===== src/rtl/axi_wr_arbiter.sv =====
// rtl/axi_wr_arbiter.sv - two-requester AXI write arbiter with W-order FIFO and B routing
// Optional AXI_WR_ARB_FIXED_PRIO_EN: S0 wins every contested AW grant instead of round-robin.
module axi_wr_arbiter #(
  parameter int MAX_OUTSTANDING = 4,
  parameter int ORDER_DEPTH     = 4
) (
  input  logic        ACLK,
  input  logic        ARESET,
  input  logic [31:0] S0_AXI_AWADDR,
  input  logic [3:0]  S0_AXI_AWID,
  input  logic [7:0]  S0_AXI_AWLEN,
  input  logic        S0_AXI_AWVALID,
  output logic        S0_AXI_AWREADY,
  input  logic [31:0] S0_AXI_WDATA,
  input  logic [3:0]  S0_AXI_WSTRB,
  input  logic        S0_AXI_WLAST,
  input  logic        S0_AXI_WVALID,
  output logic        S0_AXI_WREADY,
  output logic [3:0]  S0_AXI_BID,
  output logic [1:0]  S0_AXI_BRESP,
  output logic        S0_AXI_BVALID,
  input  logic        S0_AXI_BREADY,
  input  logic [31:0] S1_AXI_AWADDR,
  input  logic [3:0]  S1_AXI_AWID,
  input  logic [7:0]  S1_AXI_AWLEN,
  input  logic        S1_AXI_AWVALID,
  output logic        S1_AXI_AWREADY,
  input  logic [31:0] S1_AXI_WDATA,
  input  logic [3:0]  S1_AXI_WSTRB,
  input  logic        S1_AXI_WLAST,
  input  logic        S1_AXI_WVALID,
  output logic        S1_AXI_WREADY,
  output logic [3:0]  S1_AXI_BID,
  output logic [1:0]  S1_AXI_BRESP,
  output logic        S1_AXI_BVALID,
  input  logic        S1_AXI_BREADY,
  output logic [31:0] M_AXI_AWADDR,
  output logic [3:0]  M_AXI_AWID,
  output logic [7:0]  M_AXI_AWLEN,
  output logic        M_AXI_AWVALID,
  input  logic        M_AXI_AWREADY,
  output logic [31:0] M_AXI_WDATA,
  output logic [3:0]  M_AXI_WSTRB,
  output logic        M_AXI_WLAST,
  output logic        M_AXI_WVALID,
  input  logic        M_AXI_WREADY,
  input  logic [3:0]  M_AXI_BID,
  input  logic [1:0]  M_AXI_BRESP,
  input  logic        M_AXI_BVALID,
  output logic        M_AXI_BREADY
);
  localparam int PW = (ORDER_DEPTH > 1) ? $clog2(ORDER_DEPTH) : 1;
  localparam int CW = PW + 1;

  logic                   aw_valid_q, aw_valid_d;
  logic [31:0]            aw_addr_q, aw_addr_d;
  logic [3:0]             aw_id_q, aw_id_d;
  logic [7:0]             aw_len_q, aw_len_d;
  logic [ORDER_DEPTH-1:0] ord_q, ord_d;
  logic [PW-1:0]          rd_q, rd_d, wr_q, wr_d;
  logic [CW-1:0]          cnt_q, cnt_d;
  logic [2:0]             out_q, out_d;

  logic fifo_empty, fifo_full, head, w_route, w_pop;
  logic b_sel, b_hs, can_accept, grant, win;
  logic unused_awid;

  assign unused_awid = S0_AXI_AWID[3] ^ S1_AXI_AWID[3];

  assign fifo_empty = (cnt_q == '0);
  assign fifo_full  = (cnt_q == CW'(ORDER_DEPTH));
  assign head       = ord_q[rd_q];
  assign w_route    = !fifo_empty && !ARESET;

  // W path follows the FIFO head only; the other requester is held off.
  assign M_AXI_WDATA   = head ? S1_AXI_WDATA : S0_AXI_WDATA;
  assign M_AXI_WSTRB   = head ? S1_AXI_WSTRB : S0_AXI_WSTRB;
  assign M_AXI_WLAST   = head ? S1_AXI_WLAST : S0_AXI_WLAST;
  assign M_AXI_WVALID  = w_route && (head ? S1_AXI_WVALID : S0_AXI_WVALID);
  assign S0_AXI_WREADY = w_route && !head && M_AXI_WREADY;
  assign S1_AXI_WREADY = w_route && head && M_AXI_WREADY;
  assign w_pop         = M_AXI_WVALID && M_AXI_WREADY && M_AXI_WLAST;

  assign b_sel         = M_AXI_BID[3];
  assign M_AXI_BREADY  = !ARESET && (b_sel ? S1_AXI_BREADY : S0_AXI_BREADY);
  assign S0_AXI_BVALID = !ARESET && M_AXI_BVALID && !b_sel;
  assign S1_AXI_BVALID = !ARESET && M_AXI_BVALID && b_sel;
  assign S0_AXI_BID    = {1'b0, M_AXI_BID[2:0]};
  assign S1_AXI_BID    = {1'b0, M_AXI_BID[2:0]};
  assign S0_AXI_BRESP  = M_AXI_BRESP;
  assign S1_AXI_BRESP  = M_AXI_BRESP;
  assign b_hs          = M_AXI_BVALID && M_AXI_BREADY;

  // A full FIFO still takes a new entry when the head burst retires this cycle.
  assign can_accept = !ARESET && (!aw_valid_q || M_AXI_AWREADY) && (!fifo_full || w_pop)
                      && (out_q < 3'(MAX_OUTSTANDING));
  assign grant      = can_accept && (S0_AXI_AWVALID || S1_AXI_AWVALID);

`ifdef AXI_WR_ARB_FIXED_PRIO_EN
  assign win = !S0_AXI_AWVALID;
`else
  logic prio_q, prio_d;
  assign win    = (S0_AXI_AWVALID && S1_AXI_AWVALID) ? prio_q : S1_AXI_AWVALID;
  assign prio_d = grant ? !win : prio_q;
`endif

  assign S0_AXI_AWREADY = grant && !win;
  assign S1_AXI_AWREADY = grant && win;
  assign M_AXI_AWVALID  = aw_valid_q && !ARESET;
  assign M_AXI_AWADDR   = aw_addr_q;
  assign M_AXI_AWID     = aw_id_q;
  assign M_AXI_AWLEN    = aw_len_q;

  always_comb begin
    aw_valid_d = aw_valid_q;
    aw_addr_d  = aw_addr_q;
    aw_id_d    = aw_id_q;
    aw_len_d   = aw_len_q;
    ord_d      = ord_q;
    wr_d       = wr_q;
    rd_d       = rd_q;
    cnt_d      = cnt_q + CW'(grant) - CW'(w_pop);
    out_d      = out_q;
    if (aw_valid_q && M_AXI_AWREADY) aw_valid_d = 1'b0;
    if (grant) begin
      aw_valid_d = 1'b1;
      aw_addr_d  = win ? S1_AXI_AWADDR : S0_AXI_AWADDR;
      aw_id_d    = {win, win ? S1_AXI_AWID[2:0] : S0_AXI_AWID[2:0]};
      aw_len_d   = win ? S1_AXI_AWLEN : S0_AXI_AWLEN;
      ord_d[wr_q] = win;
      wr_d       = wr_q + 1'b1;
    end
    if (w_pop) rd_d = rd_q + 1'b1;
    if (grant && !b_hs) out_d = out_q + 3'd1;
    else if (!grant && b_hs && out_q != 3'd0) out_d = out_q - 3'd1;
  end

  always_ff @(posedge ACLK) begin
    if (ARESET) begin
      aw_valid_q <= 1'b0;
      aw_addr_q  <= '0;
      aw_id_q    <= '0;
      aw_len_q   <= '0;
      ord_q      <= '0;
      wr_q       <= '0;
      rd_q       <= '0;
      cnt_q      <= '0;
      out_q      <= '0;
`ifndef AXI_WR_ARB_FIXED_PRIO_EN
      prio_q     <= 1'b0;
`endif
    end else begin
      aw_valid_q <= aw_valid_d;
      aw_addr_q  <= aw_addr_d;
      aw_id_q    <= aw_id_d;
      aw_len_q   <= aw_len_d;
      ord_q      <= ord_d;
      wr_q       <= wr_d;
      rd_q       <= rd_d;
      cnt_q      <= cnt_d;
      out_q      <= out_d;
`ifndef AXI_WR_ARB_FIXED_PRIO_EN
      prio_q     <= prio_d;
`endif
    end
  end
endmodule


===== config.mk =====
export PLATFORM = sky130hd
export DESIGN_NAME = axi_wr_arbiter
export DESIGN_NICKNAME = d
export VERILOG_FILES = /design/src/rtl/axi_wr_arbiter.sv
export SDC_FILE = /design/constraint.sdc
export NUM_CORES = 1
export LEC_CHECK = 0
export ABC_AREA = 1
export CELL_PAD_IN_SITES_DETAIL_PLACEMENT = 0
export CELL_PAD_IN_SITES_GLOBAL_PLACEMENT = 1
export CORE_MARGIN = 4
export CORE_UTILIZATION = 19
export CTS_CLUSTER_SIZE = 10
export DETAILED_ROUTE_END_ITERATION = 16
export GPL_ROUTABILITY_DRIVEN = 0
export MAX_ROUTING_LAYER = met4
export PLACE_DENSITY_LB_ADDON = 0.1
export SYNTH_ARGS = -nofsm -noshare
export SYNTH_HDL_FRONTEND = slang
export SYNTH_SLANG_ARGS = --single-unit

===== constraint.sdc =====
create_clock -name ACLK -period 2.16 [get_ports ACLK]
set_input_delay 0.648 -clock ACLK [delete_from_list [all_inputs] [get_ports ACLK]]
set_output_delay 0.648 -clock ACLK [all_outputs]
set_load 0.05 [all_outputs]

Word-level counts from Yosys, hierarchy flattened

Index checks and enable logic that the tools add are counted.

Flip-flop bits (word level): 60
Bits of input ports: 179
Output and inout bits: 102
Logic and storage cells: 81

$add $sub $neg: 6
$lt $le $gt $ge: 4
Eq/ne operators: 1
Muxes and demuxes: 18
Reduce and logical (&&, ||, !) cells: 42

Operator list:

| cell                                                                                | number |
|---|---|
| 32-bit 2-to-1 mux                                                                   | 2 |
| 1-bit logical AND                                                                   | 26 |
| 1-bit zero test                                                                     | 9 |
| 3-bit 2-to-1 mux                                                                    | 3 |
| 1-bit 2-to-1 mux                                                                    | 8 |
| 8-bit 2-to-1 mux                                                                    | 1 |
| 2-bit by 3-bit < comparator with 1-bit output, second input constant                | 2 |
| 2-bit by 1-bit adder with 2-bit output, second input constant                       | 2 |
| 4-bit bitwise mux                                                                   | 1 |
| 4-bit 2-to-1 mux                                                                    | 1 |
| 2-bit nonzero test                                                                  | 2 |
| 3-bit by 1-bit adder with 3-bit output                                              | 1 |
| 3-bit by 1-bit adder with 3-bit output, second input constant                       | 1 |
| 3-bit equality test, second input constant                                          | 1 |
| 3-bit zero test                                                                     | 1 |
| 1-bit logical OR                                                                    | 3 |
| 3-bit < comparator, second input constant                                           | 1 |
| 3-bit nonzero test                                                                  | 1 |
| 3-bit by 1-bit subtractor with 3-bit output                                         | 1 |
| 3-bit by 1-bit subtractor with 3-bit output, second input constant                  | 1 |
| 1-bit binary-select mux with 2-bit select                                           | 1 |
| 1-bit demux with 2-bit select                                                       | 1 |
| 2-bit by 1-bit greater-or-equal comparator with 1-bit output, second input constant | 1 |

Longest topological paths before layout

Word-level depth: 15
Mapped depth: 16
Mapped depth without buffers: 15

Least setup slack after synthesis

No wires, ideal clock.

Kind: input -> output
From: input ARESET
To: output S0_AXI_AWREADY
Arrival time: 2,255 ps
Data required time: 1,512 ps
Setup slack: -743 ps
Stages: 8
Buffers on the path: 1
Cells stage by stage: a21oi_2 -> nand3_1 -> nand2_2 -> nand2_4 -> nand2_4 -> nand2_8 -> buf_8 -> nor2_1

Longest elaborated chain between the ends: 10
Elaborated cells on any way between the ends: 11
Those cells by class: reduce/logical (11)

Ends and longest elaborated chain:

| item                            | line | RTL |
|---|---|---|
| start, declared                 | 8    | `input logic ARESET,` |
| 1-bit zero test                 | 73   | `assign w_route = !fifo_empty && !ARESET;` |
| 1-bit logical AND               | 73   |  |
| 1-bit logical AND               | 79   | `assign M_AXI_WVALID = w_route && (head ? S1_AXI_WVALID : S0_AXI_WVALID);` |
| via M_AXI_WVALID                | 45   | `output logic M_AXI_WVALID,` |
| 1-bit logical AND (2 in series) | 82   | `assign w_pop = M_AXI_WVALID && M_AXI_WREADY && M_AXI_WLAST;` |
| 1-bit logical OR                | 95   | `assign can_accept = !ARESET && (!aw_valid_q \|\| M_AXI_AWREADY) && (!fifo_full \|\| w_pop)` |
| 1-bit logical AND               | 95   |  |
| 1-bit logical AND               | 96   | `&& (out_q < 3'(MAX_OUTSTANDING));` |
| 1-bit logical AND               | 97   | `assign grant = can_accept && (S0_AXI_AWVALID \|\| S1_AXI_AWVALID);` |
| 1-bit logical AND               | 107  | `assign S0_AXI_AWREADY = grant && !win;` |
| end, declared                   | 13   | `output logic S0_AXI_AWREADY,` |

The timed path passes the listed nets, and every way through them passes these cells.

Final worst setup path

From: input M_AXI_AWREADY
To: output S0_AXI_AWREADY

Longest elaborated chain between the ends: 6

Ends and longest elaborated chain:

| item                            | line | RTL |
|---|---|---|
| start, declared                 | 41   | `input logic M_AXI_AWREADY,` |
| 1-bit logical OR                | 95   |  |
| 1-bit logical AND (2 in series) | 95   |  |
| 1-bit logical AND               | 96   |  |
| 1-bit logical AND               | 97   |  |
| 1-bit logical AND               | 107  |  |

Every way passes these cells.

==> results.yml <==
finish:
  final_core_utilization_pct: 41.5
  filler_cell_count: 1965
  highest_count_cells_in_the_layout_ignoring_fill_and_taps: "nand2_1 (291), clkdlybuf4s50_1 (162), buf_4 (72)"
  multi_input_logic_area_mm2: 0.00247
  final_net_count: 1069
  final_common_cell: "nand2_1"
  layout.area.seq_mm2: 0.00121
  syn_to_final_growth_pct: 115
  post_route_cells_drive_above_1_share_pct: 32.1
clock_tree:
  numCtsBuffers: 9
  clock_tree_from_tritoncts: "built"
  cts.sinks: 60
  maximum_clock_path_buffer_count: 2
  clk_latency_ns: 0.33
  clock_transition_at_the_register_clock_pins_on_the_worst_setup_and_hold_paths_after_cts_ns: 0.05
  clockRootBuffer: "clkbuf_16"
  ctsHtreeMaxLevel: 3
yosys:
  yosysWarningCount: 0
  synth.yosys.seq_area_share_pct: 32.1
  netlist-cell-type-count: 32
  synth-seq-cells: 60
  synth_top_cell_by_area: "nand2_1"
  yosys-top-cells-area: "nand2_1 (34%), dfxtp_1 (32%), a21oi_2 (4.9%), a21oi_1 (4.4%), nand2_2 (4.0%)"
  synth_top_area_share_pct: 33.8
  synthCells: 601
  netlist_area_mm2: 0.00375
  synthesis.area_per_instance_um2: 6.23
timing:
  setup_ws_ns: -0.203
  max_clock_freq_mhz: 423
  fin_crit_ns: 2.36
  final_count_of_negative_setup_slack_endpoints: 42
  timing.final.hold_violations: 0
  timing.max_slew.rel_slack_pct: 64.9
  grt_setup_unrepaired: "true"
  clock_skew_ns: 0.00749
  min_period_over_period_pct: 109
  fin_worst_hold_slack_ns: 0.461
  maxSlewViolCount: 0
  tightestPinTransition_ns: 0.526
route:
  route.final.wire_length_um: 16800
  initialDrtViolationCount: 100
  wl_met3_um: 1140
  antenna_left: 0
  vias_per_cell: 4.00
  num_vias: 4612
  first_pass_iters: 4
  met2RoutedLength_um: 8750
  wl_met1_um: 6680
  detail_route.wl_per_cell_um: 14.6
  highest_layer: "met4"
  drc: 0
grt:
  antenna_found_initial: 1
  grtUsageTotal_pct: 14.0
  first_pass_grt_wire_length_um: 23900
  globalRoute.totalOverflow: 0
  number_of_global_route_vias_before_repair: 4489
  pin_count_of_the_biggest_net_entering_global_routing: 52
power_and_ir_drop:
  power.leakage_nw: 3.60
  clock_power_share_pct: 23.4
  switching_share_pct: 40.6
  pwr-share-seq_pct: 21.6
  power_frac_comb_pct: 54.9
  power.density_cell_area_mw_per_mm2: 824
  power.ir.vdd_worst_v: 0.000460
  netSwitchingPower_mw: 2.69
  internal_power_mw: 3.94
job:
  max-cap-violations: 0
placement:
  place.detailed.hpwl_um: 12500
  numPortBuffers: 261
critical_path:
  critPathMaxStageDelay_ns: 0.29
  critical_path_arrival_ns: 1.72
  critical_path.max_fanout: 3
  worstPathCellList: "clkdlybuf4s15_2 -> nor2_2 -> nor4_4 -> buf_4 -> nand2_8 -> nor2_4 -> buf_12"
  endpoint_kind: "primary output"
  setup.worst_path.start_class: "primary input"
  required_ns: 1.51
  path_class: "in -> out"
  critical-path-slowest-cell: "nor4_4"
floorplanning:
  floorplan.die_area_mm2: 0.0220
  ios: 281
  core-area_mm2: 0.0194
  die_height_um: 148
  start_util_pct: 19.3
  placementRows: 51
  die_w_um: 148
run_status:
  failed_checks: "negative setup slack"
  status: "complete, but fails checks"
worst_hold_path:
  min_path_type: "reg -> reg"
## kinds of logic after synthesis
logic type | synth area share, %
buffers and inverters | 10.4
xor gates and xnor gates | 0.234
and+or+nand+nor | 43.6
other | 0.100
AOI/OAI and AO/OA | 10.6
adders and majority gates | 3.07
DFF | 32.1
## final cells by class
cell class                 count  area share, %
timing repair buffer         313           44.8
multi-input combinational    471           30.7
clock buffer                  12           3.06
sequential                    60           15.0
inverter                      27           1.41
clock inverter                 4          0.901
antenna                        1         0.0311
tap                          265           4.12
## synth_stat cells (all sizes together)
cell    count
o21ai       7
conb        1
clkbuf     16
dfxtp      60
or2         1
nor3        4
a21oi      54
nand3       8
xor2        1
a211oi      1
nor2       20
ha          6
inv        27
nand2     364
fa          2
nor4        1
buf        28
## power by group through the flow
stage	clock network (mW)	logic, mW	registers [mW]
global route	1.65	3.90	1.46
CTS	1.60	3.39	1.44
floorplan	0	1.60	1.87
finish	1.55	3.64	1.44
detailed placement	0	3.30	1.45
global placement	0	3.27	1.45
## sequential cells by signal, indices dropped and copies added (netlist names)
| register | flops |
|---|---|
| M_AXI_AWADDR | 32 |
| M_AXI_AWLEN | 8 |
| M_AXI_AWID | 4 |
| ord_q | 4 |
| cnt_q | 3 |
| out_q | 3 |
| rd_q | 2 |
| wr_q | 2 |
| aw_valid_q | 1 |
| prio_q | 1 |
## final timing paths
check             slack, ns                   startpoint  depth (start not counted)                          end
hold / removal         0.46  M_AXI_AWLEN[4]$_SDFFE_PP0P_                          2  M_AXI_AWLEN[4]$_SDFFE_PP0P_
hold reg to reg        0.46  M_AXI_AWLEN[4]$_SDFFE_PP0P_                          2  M_AXI_AWLEN[4]$_SDFFE_PP0P_
setup / recovery      -0.20                M_AXI_AWREADY                          7               S0_AXI_AWREADY
setup reg to reg      -0.13         rd_q[0]$_SDFFE_PP0P_                         17          cnt_q[2]$_SDFF_PP0_
## worst max-delay path: cells and delay by family
family	cells	cell delay, ns
buf+inv	3	0.52
simple gates	4	0.55
## metrics by stage
step,power (mW),TNS (ns),instance area [um^2],std cells,setup slack (ns)
4_1_cts,6.44,-6.67,7680,1139,-0.250
5_1_grt,7.01,-8.64,8050,1153,-0.285
2_1_floorplan,3.48,-1.52,3910,602,-0.396
6_report,6.63,-5.27,8050,1153,-0.203
3_5_place_dp,4.75,-29.31,7170,1116,-0.564
3_3_place_gp,4.72,-27.56,7170,1116,-0.533
## per-layer routing
metal	vias up	GRT usage [%]
li1	2389	-
met1	2037	15.5
met2	167	24.7
met3	19	4.20
met4	0	3.37
met5	-	-
## repair_timing
action	CTS	global route
hold buffers	0	0
gates resized for setup	45	44
pin swaps	13	13
endpoints found under the hold margin	0	0
cloned	1	8
endpoints found under the setup margin	99	87
setup buffers	8	6
(Power assumes the default switching activity.)
